`src/rtl/i2c_slave_responder_if.sv`:
```
// Bus lines and byte handshakes between the I2C target and its user logic.
// The slave modport is the responder's view; master is the opposite side.
interface i2c_slave_responder_if #(
   parameter int unsigned DW = 8
);
   logic          scl_i;
   logic          sda_i;
   logic          scl_o;
   logic          sda_o;
   logic [DW-1:0] rx_data_o;
   logic          rx_valid_o;
   logic [DW-1:0] tx_data_i;
   logic          tx_valid_i;
   logic          tx_ready_o;
   logic          rw_o;
   logic          start_o;
   logic          stop_o;
   logic          nack_o;
   logic          busy_o;

   modport slave (
      input  scl_i, sda_i, tx_data_i, tx_valid_i,
      output scl_o, sda_o, rx_data_o, rx_valid_o, tx_ready_o,
             rw_o, start_o, stop_o, nack_o, busy_o
   );

   modport master (
      output scl_i, sda_i, tx_data_i, tx_valid_i,
      input  scl_o, sda_o, rx_data_o, rx_valid_o, tx_ready_o,
             rw_o, start_o, stop_o, nack_o, busy_o
   );
endinterface

```
`src/rtl/i2c_slave_responder.sv`:
```
// I2C target: oversampled SCL/SDA decode, fixed-address match, byte receive,
// and byte transmit with SCL stretching until read data is handed over.
module i2c_slave_responder #(
   parameter int unsigned               I2C_ADDR_WIDTH = 7,
   parameter int unsigned               I2C_DATA_WIDTH = 8,
   parameter logic [I2C_ADDR_WIDTH-1:0] SLAVE_ADDR     = 7'h22,
   parameter int unsigned               SYNC_STAGES    = 2
) (
   input  logic                 clk_i,
   input  logic                 rst_i,
   i2c_slave_responder_if.slave bus
);
   localparam int unsigned DW   = I2C_DATA_WIDTH;
   localparam logic [3:0]  FULL = 4'(DW);
   localparam logic [3:0]  LAST = 4'(DW - 1);

   typedef enum logic [3:0] {
      ST_IDLE, ST_ADDR, ST_ADDR_ACK, ST_RX_BYTE, ST_RX_ACK,
      ST_TX_WAIT, ST_TX_SETUP, ST_TX_BYTE, ST_TX_ACK
   } state_e;

   state_e                 state_q, state_d;
   logic [SYNC_STAGES-1:0] scl_sync_q, sda_sync_q;
   logic                   scl_prev_q, sda_prev_q;
   logic [3:0]             bit_cnt_q, bit_cnt_d;
   logic [DW-2:0]          shift_q, shift_d;
   logic                   phase_q, phase_d;
   logic [1:0]             setup_cnt_q, setup_cnt_d;
   logic [DW-1:0]          rx_data_q, rx_data_d;
   logic                   rx_valid_q, rx_valid_d;
   logic                   tx_ready_q, tx_ready_d;
   logic                   rw_q, rw_d;
   logic                   busy_q, busy_d;
   logic                   start_q, start_d;
   logic                   stop_q, stop_d;
   logic                   nack_q, nack_d;
   logic                   scl_q, scl_d;
   logic                   sda_q, sda_d;

   logic          scl_s, sda_s, scl_rise, scl_fall, start_det, stop_det, bit_last, addr_match;
   logic [DW-1:0] byte_in;

   assign scl_s      = scl_sync_q[SYNC_STAGES-1];
   assign sda_s      = sda_sync_q[SYNC_STAGES-1];
   assign scl_rise   = scl_s & ~scl_prev_q;
   assign scl_fall   = ~scl_s & scl_prev_q;
   assign start_det  = scl_s & scl_prev_q & sda_prev_q & ~sda_s;
   assign stop_det   = scl_s & scl_prev_q & ~sda_prev_q & sda_s;
   assign byte_in    = {shift_q, sda_s};
   assign bit_last   = scl_rise & (bit_cnt_q == LAST);
   assign addr_match = (byte_in[DW-1:1] == SLAVE_ADDR);

   always_ff @(posedge clk_i or negedge rst_i) begin
      if (!rst_i) begin
         scl_sync_q  <= '1;
         sda_sync_q  <= '1;
         scl_prev_q  <= 1'b1;
         sda_prev_q  <= 1'b1;
         state_q     <= ST_IDLE;
         bit_cnt_q   <= '0;
         shift_q     <= '0;
         phase_q     <= 1'b0;
         setup_cnt_q <= '0;
         rx_data_q   <= '0;
         rx_valid_q  <= 1'b0;
         tx_ready_q  <= 1'b0;
         rw_q        <= 1'b0;
         busy_q      <= 1'b0;
         start_q     <= 1'b0;
         stop_q      <= 1'b0;
         nack_q      <= 1'b0;
         scl_q       <= 1'b1;
         sda_q       <= 1'b1;
      end else begin
         scl_sync_q  <= {scl_sync_q[SYNC_STAGES-2:0], bus.scl_i};
         sda_sync_q  <= {sda_sync_q[SYNC_STAGES-2:0], bus.sda_i};
         scl_prev_q  <= scl_s;
         sda_prev_q  <= sda_s;
         state_q     <= state_d;
         bit_cnt_q   <= bit_cnt_d;
         shift_q     <= shift_d;
         phase_q     <= phase_d;
         setup_cnt_q <= setup_cnt_d;
         rx_data_q   <= rx_data_d;
         rx_valid_q  <= rx_valid_d;
         tx_ready_q  <= tx_ready_d;
         rw_q        <= rw_d;
         busy_q      <= busy_d;
         start_q     <= start_d;
         stop_q      <= stop_d;
         nack_q      <= nack_d;
         scl_q       <= scl_d;
         sda_q       <= sda_d;
      end
   end

   // START/STOP take priority over any SCL edge seen in the same cycle.
   always_comb begin
      state_d = state_q;
      if (stop_det) begin
         state_d = ST_IDLE;
      end else if (start_det) begin
         state_d = ST_ADDR;
      end else begin
         case (state_q)
            ST_ADDR:     if (bit_last) state_d = addr_match ? ST_ADDR_ACK : ST_IDLE;
            ST_ADDR_ACK: if (scl_fall && phase_q) state_d = rw_q ? ST_TX_WAIT : ST_RX_BYTE;
            ST_RX_BYTE:  if (bit_last) state_d = ST_RX_ACK;
            ST_RX_ACK:   if (scl_fall && phase_q) state_d = ST_RX_BYTE;
            ST_TX_WAIT:  if (bus.tx_valid_i && tx_ready_q) state_d = ST_TX_SETUP;
            ST_TX_SETUP: if (setup_cnt_q == 2'd0) state_d = ST_TX_BYTE;
            ST_TX_BYTE:  if (scl_fall && (bit_cnt_q == FULL)) state_d = ST_TX_ACK;
            ST_TX_ACK: begin
               if (scl_rise && sda_s)        state_d = ST_IDLE;
               else if (scl_fall && phase_q) state_d = ST_TX_WAIT;
            end
            default: state_d = state_q;
         endcase
      end
   end

   // phase_q marks the second falling edge of an ACK slot (drive, then release).
   always_comb begin
      bit_cnt_d   = bit_cnt_q;
      shift_d     = shift_q;
      phase_d     = phase_q;
      setup_cnt_d = setup_cnt_q;
      rx_data_d   = rx_data_q;
      rx_valid_d  = 1'b0;
      tx_ready_d  = tx_ready_q;
      rw_d        = rw_q;
      busy_d      = busy_q;
      start_d     = 1'b0;
      stop_d      = 1'b0;
      nack_d      = 1'b0;
      scl_d       = scl_q;
      sda_d       = sda_q;
      if (stop_det) begin
         stop_d     = 1'b1;
         busy_d     = 1'b0;
         tx_ready_d = 1'b0;
         phase_d    = 1'b0;
         scl_d      = 1'b1;
         sda_d      = 1'b1;
      end else if (start_det) begin
         start_d    = 1'b1;
         bit_cnt_d  = '0;
         tx_ready_d = 1'b0;
         phase_d    = 1'b0;
         scl_d      = 1'b1;
         sda_d      = 1'b1;
      end else begin
         case (state_q)
            ST_ADDR, ST_RX_BYTE: begin
               if (scl_rise) begin
                  shift_d = byte_in[DW-2:0];
                  if (bit_cnt_q != FULL) bit_cnt_d = bit_cnt_q + 4'd1;
                  if (bit_last) begin
                     phase_d = 1'b0;
                     if (state_q == ST_ADDR) begin
                        busy_d = addr_match;
                        if (addr_match) rw_d = sda_s;
                     end else begin
                        rx_data_d  = byte_in;
                        rx_valid_d = 1'b1;
                     end
                  end
               end
            end
            ST_ADDR_ACK, ST_RX_ACK: begin
               if (scl_fall) begin
                  if (!phase_q) begin
                     sda_d   = 1'b0;
                     phase_d = 1'b1;
                  end else begin
                     phase_d   = 1'b0;
                     bit_cnt_d = '0;
                     if ((state_q == ST_ADDR_ACK) && rw_q) begin
                        scl_d      = 1'b0;
                        tx_ready_d = 1'b1;
                     end else begin
                        sda_d = 1'b1;
                     end
                  end
               end
            end
            ST_TX_WAIT: begin
               if (bus.tx_valid_i && tx_ready_q) begin
                  shift_d     = bus.tx_data_i[DW-2:0];
                  sda_d       = bus.tx_data_i[DW-1];
                  tx_ready_d  = 1'b0;
                  setup_cnt_d = 2'd1;
               end
            end
            ST_TX_SETUP: begin
               if (setup_cnt_q == 2'd0) begin
                  scl_d     = 1'b1;
                  bit_cnt_d = 4'd1;
               end else begin
                  setup_cnt_d = setup_cnt_q - 2'd1;
               end
            end
            ST_TX_BYTE: begin
               if (scl_fall) begin
                  if (bit_cnt_q == FULL) begin
                     sda_d = 1'b1;
                  end else begin
                     sda_d     = shift_q[DW-2];
                     shift_d   = shift_q << 1;
                     bit_cnt_d = bit_cnt_q + 4'd1;
                  end
               end
            end
            ST_TX_ACK: begin
               if (scl_rise) begin
                  if (sda_s) begin
                     nack_d = 1'b1;
                     scl_d  = 1'b1;
                     sda_d  = 1'b1;
                  end else begin
                     phase_d = 1'b1;
                  end
               end else if (scl_fall && phase_q) begin
                  phase_d    = 1'b0;
                  scl_d      = 1'b0;
                  tx_ready_d = 1'b1;
               end
            end
            default: begin
               scl_d = 1'b1;
               sda_d = 1'b1;
            end
         endcase
      end
   end

   assign bus.scl_o      = scl_q;
   assign bus.sda_o      = sda_q;
   assign bus.rx_data_o  = rx_data_q;
   assign bus.rx_valid_o = rx_valid_q;
   assign bus.tx_ready_o = tx_ready_q;
   assign bus.rw_o       = rw_q;
   assign bus.start_o    = start_q;
   assign bus.stop_o     = stop_q;
   assign bus.nack_o     = nack_q;
   assign bus.busy_o     = busy_q;
endmodule

```
`src/flat_wrapper.sv`:
```
// flat-port wrapper written by rule: the top's interface ports become plain ports
module i2c_slave_responder_flat 
#(
   parameter int unsigned               I2C_ADDR_WIDTH = 7,
   parameter int unsigned               I2C_DATA_WIDTH = 8,
   parameter logic [I2C_ADDR_WIDTH-1:0] SLAVE_ADDR     = 7'h22,
   parameter int unsigned               SYNC_STAGES    = 2
)
  (clk_i, rst_i, bus_scl_i, bus_sda_i, bus_tx_data_i, bus_tx_valid_i, bus_scl_o, bus_sda_o, bus_rx_data_o, bus_rx_valid_o, bus_tx_ready_o, bus_rw_o, bus_start_o, bus_stop_o, bus_nack_o, bus_busy_o);
  i2c_slave_responder_if #(.DW(8)) bus_i ();
  input  logic clk_i;
  input  logic rst_i;
  input wire logic [$bits(bus_i.scl_i)-1:0] bus_scl_i;
  input wire logic [$bits(bus_i.sda_i)-1:0] bus_sda_i;
  input wire logic [$bits(bus_i.tx_data_i)-1:0] bus_tx_data_i;
  input wire logic [$bits(bus_i.tx_valid_i)-1:0] bus_tx_valid_i;
  output wire logic [$bits(bus_i.scl_o)-1:0] bus_scl_o;
  output wire logic [$bits(bus_i.sda_o)-1:0] bus_sda_o;
  output wire logic [$bits(bus_i.rx_data_o)-1:0] bus_rx_data_o;
  output wire logic [$bits(bus_i.rx_valid_o)-1:0] bus_rx_valid_o;
  output wire logic [$bits(bus_i.tx_ready_o)-1:0] bus_tx_ready_o;
  output wire logic [$bits(bus_i.rw_o)-1:0] bus_rw_o;
  output wire logic [$bits(bus_i.start_o)-1:0] bus_start_o;
  output wire logic [$bits(bus_i.stop_o)-1:0] bus_stop_o;
  output wire logic [$bits(bus_i.nack_o)-1:0] bus_nack_o;
  output wire logic [$bits(bus_i.busy_o)-1:0] bus_busy_o;
  assign bus_i.scl_i = bus_scl_i;
  assign bus_i.sda_i = bus_sda_i;
  assign bus_i.tx_data_i = bus_tx_data_i;
  assign bus_i.tx_valid_i = bus_tx_valid_i;
  assign bus_scl_o = bus_i.scl_o;
  assign bus_sda_o = bus_i.sda_o;
  assign bus_rx_data_o = bus_i.rx_data_o;
  assign bus_rx_valid_o = bus_i.rx_valid_o;
  assign bus_tx_ready_o = bus_i.tx_ready_o;
  assign bus_rw_o = bus_i.rw_o;
  assign bus_start_o = bus_i.start_o;
  assign bus_stop_o = bus_i.stop_o;
  assign bus_nack_o = bus_i.nack_o;
  assign bus_busy_o = bus_i.busy_o;
  i2c_slave_responder #(.I2C_ADDR_WIDTH(I2C_ADDR_WIDTH), .I2C_DATA_WIDTH(I2C_DATA_WIDTH), .SLAVE_ADDR(SLAVE_ADDR), .SYNC_STAGES(SYNC_STAGES)) u_core (.clk_i(clk_i), .rst_i(rst_i), .bus(bus_i));
endmodule
```
`config.mk`:
```
export PLATFORM = sky130hd
export DESIGN_NAME = i2c_slave_responder_flat
export DESIGN_NICKNAME = d
export VERILOG_FILES = /design/src/rtl/i2c_slave_responder_if.sv /design/src/rtl/i2c_slave_responder.sv /design/src/flat_wrapper.sv
export SDC_FILE = /design/constraint.sdc
export NUM_CORES = 1
export LEC_CHECK = 0
export CORE_MARGIN = 3
export CORE_UTILIZATION = 50
export CTS_CLUSTER_DIAMETER = 40
export DETAILED_ROUTE_END_ITERATION = 8
export GPL_ROUTABILITY_DRIVEN = 0
export HOLD_SLACK_MARGIN = 0.12
export PLACE_DENSITY = 0.81
export SETUP_SLACK_MARGIN = 0.02
export SLEW_MARGIN = 30
export SYNTH_ARGS = -nofsm -noshare
export SYNTH_HDL_FRONTEND = slang
export SYNTH_SLANG_ARGS = --single-unit
```
`constraint.sdc`:
```
create_clock -name clk_i -period 1.78 [get_ports clk_i]
set_input_delay 0.356 -clock clk_i [delete_from_list [all_inputs] [get_ports clk_i]]
set_output_delay 0.356 -clock clk_i [all_outputs]
set_load 0.01 [all_outputs]
```
==> flow_summary.yaml, run 1 <==
outcome:
  outcome: "complete, but fails checks"
  violations: "setup timing"
yosys:
  syn-num-nets: 262
  synth.distinct_cells: 62
  synth_edf_count: 0
  avgSynthCellArea_sq_um: 9.521
  syn_inst: 246
  yosysWarnings: 0
  synthesis.area_sq_mm: 0.002342
  ys_seq_area_share_pct: 44.23
  async_flop_share_pct: 100.0
  synth_flop_cell: "dfrtp_1"
  synth-seq-cells: 41
power_and_ir_drop:
  p_sw_share_pct: 41.66
  power.total_w: 0.004564
  p_int_w: 0.002663
  clock_power_share_pct: 18.4
  p_sw_w: 0.001901
  power_frac_seq_pct: 30.5
  p_per_area_mw_per_mm2: 1098
  comb_power_share_pct: 51.1
  p_leak_nw: 1.848
  max-vdd-ir-drop_mv: 0.8237
sta:
  tightest_slew_ns: 0.6525
  finalSetupViolCount: 32
  maxSlewViolCount: 0
  hold_viol_final: 0
  finalCriticalPeriod_ns: 2.430
  period_share_pct: 136.5
  fmax_mhz: 411.5
  slew_headroom_pct: 56.10
  worst_slack_ns: -0.6500
  tns_ns: -9.174
  rsz0062_at_grt: "true"
  skew_ns: 0.01234
finish:
  final_layout_size_suffix_gt1_share_pct: 58.01
  fillCellCount: 120
  layout_commonest_cell: "buf_4"
  layout_common_cells: "86 x buf_4, 28 x dfrtp_1, 27 x clkdlybuf4s50_1"
  fin_nets: 396
  multiInputGateArea_sq_mm: 0.001667
  fin_area_sq_mm: 0.004158
  antennaDiodeCount: 0
  area_delta_synth_final_pct: 77.51
  register_area_sq_mm: 0.001042
clocking:
  clkSlewWorstSetupHoldPaths_ns: 0.09
  cts-root-buf: "clkbuf_8"
  cts_inserted_buffers: 5
  clk_latency_ns: 0.32
  cts_tree: "built"
  clockBufferDepth: 2
  h-tree-depth: 2
  clkSinkCount: 41
setup_path:
  cp-start-kind: "flip-flop"
  cp.arrival_ns: 2.67
  worst-setup-path-type: "flip-flop to flip-flop"
  crit_chain: "nor4_1 -> nand4b_1 -> buf_4 -> a2111oi_4 -> a31o_1"
  crit_path_max_fanout: 4
  cpMaxStageDelayCell: "nor4_1"
  worstPathRequired_ns: 2.02
  slowest_delay_ns: 0.60
  cp-end-kind: "flip-flop"
global_routing:
  use_met1_pct: 51.33
  use_met3_pct: 9.730
  grt_pass1_wl_microns: 16100
  grt.busiest_layer: "met2"
  met2_usage_pct: 62.63
  overflow: 0
  grt_usage_pct: 40.14
  grt_max_degree: 24
  grt_antenna_before_repair: 0
  grt_pass1_vias: 2876
route:
  vias_per_cell: 7.545
  wl_per_cell_microns: 31.61
  firstDrtPassIters: 8
  postRouteAntennaNets: 0
  drt-initial-drc-count: 778
  drcViolationCount: 0
  vias: 3267
  wl_microns: 13690
hold_path:
  hp-class: "flip-flop to flip-flop"
die:
  core_sq_mm: 0.004444
  rows: 24
  start_util_pct: 52.70
  io_pins: 30
  fp.dieW_microns: 74.45
  die_area_sq_mm: 0.005542
  die_h_microns: 74.45
placed_design:
  placement.cell_area_sq_mm: 0.003191
  portBuffers: 29
  place_hpwl_microns: 5089
run:
  cap_violations: 0
[stage by stage]
stage | std cells | hold WS (ns) | util (%) | setup slack [ns]
2_1_floorplan | 246 | 0.06041 | - | -0.07453
3_5_place_dp | 381 | 0.3277 | 71.79 | -0.2276
4_1_cts | 412 | 0.3610 | 84.99 | -0.2383
3_3_place_gp | 381 | 0.3198 | 71.79 | -0.1986
5_1_grt | 433 | 0.3721 | 93.55 | -0.6969
6_report | 433 | 0.3684 | 93.55 | -0.6500
[sequential cells by signal, summed over array words and instances (netlist names), 2 cells and up]
signal	count
u_core.sda_sync_q	2
u_core.bit_cnt_q	4
u_core.shift_q	7
u_core.bus.rx_data_o	8
u_core.setup_cnt_q	2
u_core.state_q	4
u_core.scl_sync_q	2
[repair_timing]
action	4_1_cts	5_1_grt
buffers inserted	23	22
hold buffers	1	0
endpoints found under the hold margin	11	0
endpoints found under the setup margin	31	33
gates resized for setup	69	61
gates cloned	2	0
pin swaps	20	18
[per-layer routing]
metal	routed length, microns	vias up
li1	-	1166
met1	4610	1513
met2	5551	419
met3	2059	169
met4	1463	0
met5	0	-
[synthesized netlist by cell type (5+ instances only)]
cell type	number	area share [%]
inv_1	11	1.8
nor2_1	21	3.4
dfstp_2	8	9.0
mux2_2	8	3.8
a21oi_1	20	4.3
nor3_1	6	1.3
nand2_1	16	2.6
nor2b_1	5	1.3
buf_2	9	1.9
nand2b_1	7	1.9
mux2i_1	7	3.0
dfrtp_1	33	35
o21ai_0	17	3.6
nand3_1	7	1.5
[kinds of logic (layout without fill, tap and decap cells)]
logic type / Yosys count / after routing / synth area share, %
fa+ha+maj: 3 / 3 / 1.603
simple gates: 91 / 91 / 22.38
compound gates: 69 / 69 / 19.50
buf+inv: 24 / 159 / 4.327
xor+xnor: 3 / 3 / 1.122
flops: 41 / 41 / 44.23
mux: 15 / 15 / 6.838
[area by class of cell]
| cell class | count | area share [%] |
|---|---|---|
| Clock buffer | 7 | 2.076 |
| Multi-Input combinational cell | 181 | 40.08 |
| Timing Repair Buffer | 139 | 29.34 |
| Tap cell | 52 | 1.565 |
| Inverter | 12 | 1.144 |
| Clock inverter | 1 | 0.7222 |
| Sequential cell | 41 | 25.07 |
[worst max-delay path: cells and delay by family (launching register included)]
| kind | cells | cell delay (ns) |
|---|---|---|
| simple gates | 2 | 1.03 |
| compound gates | 2 | 0.62 |
| flops | 1 | 0.42 |
| buf+inv | 1 | 0.29 |
[power groups by stage]
stage | Clock [W] | Sequential [W] | Combinational (W)
after floorplan | 0 | 0.00129 | 0.000765
after global placement | 0 | 0.00131 | 0.00133
after detailed placement | 0 | 0.00133 | 0.00138
after CTS | 0.000783 | 0.00130 | 0.00171
after global routing | 0.000859 | 0.00139 | 0.00238
final | 0.000838 | 0.00139 | 0.00233
[worst paths after layout]
path	cells past startpoint	endpoint	slack, ns	start
hold / removal	0	u_core.sda_sync_q[1]	0.37	u_core.sda_sync_q[0]
hold reg to reg	0	u_core.sda_sync_q[1]	0.37	u_core.sda_sync_q[0]
min in group asynchronous	2	u_core.bit_cnt_q[3]	0.59	rst_i
setup / recovery	5	u_core.state_q[1]	-0.65	u_core.shift_q[3]
setup reg to reg	5	u_core.state_q[1]	-0.65	u_core.shift_q[3]
max in group asynchronous	3	u_core.bus.scl_o	0.62	rst_i
(Power assumes the default switching activity.)
==> run 2: changes to the inputs <==
Settings changed: PLACE_DENSITY 0.81 to 0.78.
Clock period 1.78 ns to 2.4 ns, I/O delays scaled along.
==> run 2 against run 1 <==
Against the previous run:
- the flow now finishes without violations
- non-clock buffer count is 95 lower
- global-route usage is 17 points lower
- clock power is 47% lower
- cell area is 31% lower
- largest cell class unchanged
- highest routed layer unchanged
- via count is 37% lower
- register-to-register slack better by 0.79 ns
- fmax is 7.4% higher
- combinational power is 68% lower
- clock skew is 0.0078 ns lower
- count of clock-buffer cells in the layout is 2 lower
- core utilization is 29 points lower
- cell count is 22% lower
==> flow_summary.yaml, run 2 (synthesis results as in run 1) <==
clocking:
  clockBufferDepth: 2
  clkSinkCount: 41
  cts-root-buf: "clkbuf_8"
  clkSlewWorstSetupHoldPaths_ns: 0.08
  clk_latency_ns: 0.29
  h-tree-depth: 2
  cts_inserted_buffers: 5
  post_cts_buffers: 0
  cts_tree: "built"
global_routing:
  grt_max_degree: 40
  grt_pass1_wl_microns: 9556
  grt_pass1_vias: 1946
  met2_usage_pct: 36.20
  grt_antenna_before_repair: 0
  use_met3_pct: 4.189
  overflow: 0
  grt_usage_pct: 22.67
  use_met1_pct: 32.06
  grt.busiest_layer: "met2"
placed_design:
  place_hpwl_microns: 4176
  portBuffers: 29
  placement.cell_area_sq_mm: 0.002749
  place_ws_ns: -0.01041
  post-place-cells: 330
finish:
  final_layout_size_suffix_gt1_share_pct: 17.83
  layout_commonest_cell: "dfrtp_1"
  antennaDiodeCount: 0
  largest_reg_flops: 8
  area_delta_synth_final_pct: 22.01
  fin_cells: 338
  final_core_util_pct: 64.30
  fin_nets: 301
  fin_area_sq_mm: 0.002858
  layout_common_cells: "33 x dfrtp_1, 28 x clkdlybuf4s50_1, 21 x nor2_1"
setup_path:
  crit_chain: "nand4b_1 -> a21oi_1 -> a211oi_2 -> and2_1 -> nor3b_2 -> a221o_1"
  critPathBufInv: 0
  slowest_delay_ns: 0.69
  worstPathRequired_ns: 2.58
  cpMaxStageDelayCell: "dfrtp_1"
  cp-start-kind: "flip-flop"
  crit_path_max_fanout: 15
  crit_family: "compound AO/OA/AOI/OAI gates"
  cp-end-kind: "flip-flop"
  worst-setup-path-type: "flip-flop to flip-flop"
  cp.arrival_ns: 2.44
route:
  postRouteAntennaNets: 0
  drcViolationCount: 0
  vias_per_cell: 6.101
  drt-initial-drc-count: 264
  firstDrtPassIters: 5
  wl_microns: 5756
  vias: 2062
  wl_per_cell_microns: 17.03
die:
  rows: 24
  fp.dieW_microns: 74.45
  io_pins: 30
  die_area_sq_mm: 0.005542
  start_util_pct: 52.70
  core_sq_mm: 0.004444
  die_h_microns: 74.45
sta:
  hold_viol_final: 0
  finalCriticalPeriod_ns: 2.263
  maxSlewViolCount: 0
  worst_slack_ns: 0.1367
  rsz0062_at_grt: "false"
  period_share_pct: 94.30
  finalSetupViolCount: 0
  tns_ns: 0
  skew_ns: 0.004538
  tightest_slew_ns: 0.6831
  slew_headroom_pct: 54.12
  fmax_mhz: 441.8
outcome:
  outcome: "finished clean"
power_and_ir_drop:
  p_per_area_mw_per_mm2: 770.0
  max-vdd-ir-drop_mv: 0.4153
  p_leak_nw: 1.244
hold_path:
  hp-class: "input pin to async pin"
run:
  cap_violations: 0
[run 2: changes by cell type in the layout (fill, tap and decap cells not counted), moves of 8 or more]
| cell | before | now |
|---|---|---|
| a21oi_1 | 9 | 20 |
| a21oi_2 | 11 | 1 |
| buf_4 | 86 | 16 |
| buf_6 | 17 | 0 |
| nor2_1 | 9 | 21 |
| o21ai_0 | 8 | 16 |
[run 2: metal layers]
metal  vias to the layer above  routed length (microns)
li1                        980                        -
met1                      1008                     2699
met2                        70                     2730
met3                         4                      283
met4                         0                       42
met5                         -                        0
[run 2: final timing paths]
kind / startpoint / to / slack, ns / cells past startpoint
hold reg to reg: u_core.scl_sync_q[0] / u_core.scl_sync_q[1] / 0.36 / 0
setup / recovery: u_core.state_q[2] / u_core.bit_cnt_q[3] / 0.14 / 6
hold / removal: rst_i / u_core.bus.rx_data_o[7] / 0.14 / 1
setup reg to reg: u_core.state_q[2] / u_core.bit_cnt_q[3] / 0.14 / 6
min in group clk_i: u_core.scl_sync_q[0] / u_core.scl_sync_q[1] / 0.36 / 0
max in group asynchronous: rst_i / u_core.sda_sync_q[0] / 1.71 / 2
[run 2: timing repair]
action | CTS | global route
setup endpoints to repair | 0 | 2
hold buffers | 0 | 0
gates resized for setup | 0 | 3
[run 2: area by class of cell]
cell class / count / area, sq um
fill: 374 / 1587
multi-input combinational: 181 / 1225
sequential: 41 / 1036
timing repair buffer: 44 / 400.4
clock buffer: 5 / 68.82
tap: 52 / 65.06
inverter: 12 / 45.04
clock inverter: 3 / 17.52
[run 2: where the power goes]
group          internal, W  switching [W]
Clock             0.000201       0.000243
Sequential        0.000838       0.000179
Combinational     0.000343       0.000397
[run 2: metrics by stage]
stage,hold slack (ns),power (W)
after floorplan,0.1844,0.001504
after global placement,0.3467,0.001711
after detailed placement,0.3487,0.001750
after CTS,0.3268,0.002193
after global routing,0.1789,0.002355
final,0.1352,0.002200
[run 2: worst reg2reg max path, cell delays in order (launching register included)]
cell and delay (ns):
dfrtp_1 0.69, nand4b_1 0.27, a21oi_1 0.38, a211oi_2 0.16, and2_1 0.19, nor3b_2 0.17, a221o_1 0.31
==> run 3: changes to the inputs <==
Settings changed: ABC_CLOCK_PERIOD_IN_PS set to 2400, HOLD_SLACK_MARGIN 0.12 to not set.
==> results of run 3 <==
No change in the layout: final DEF, timing and power equal those of run 2.
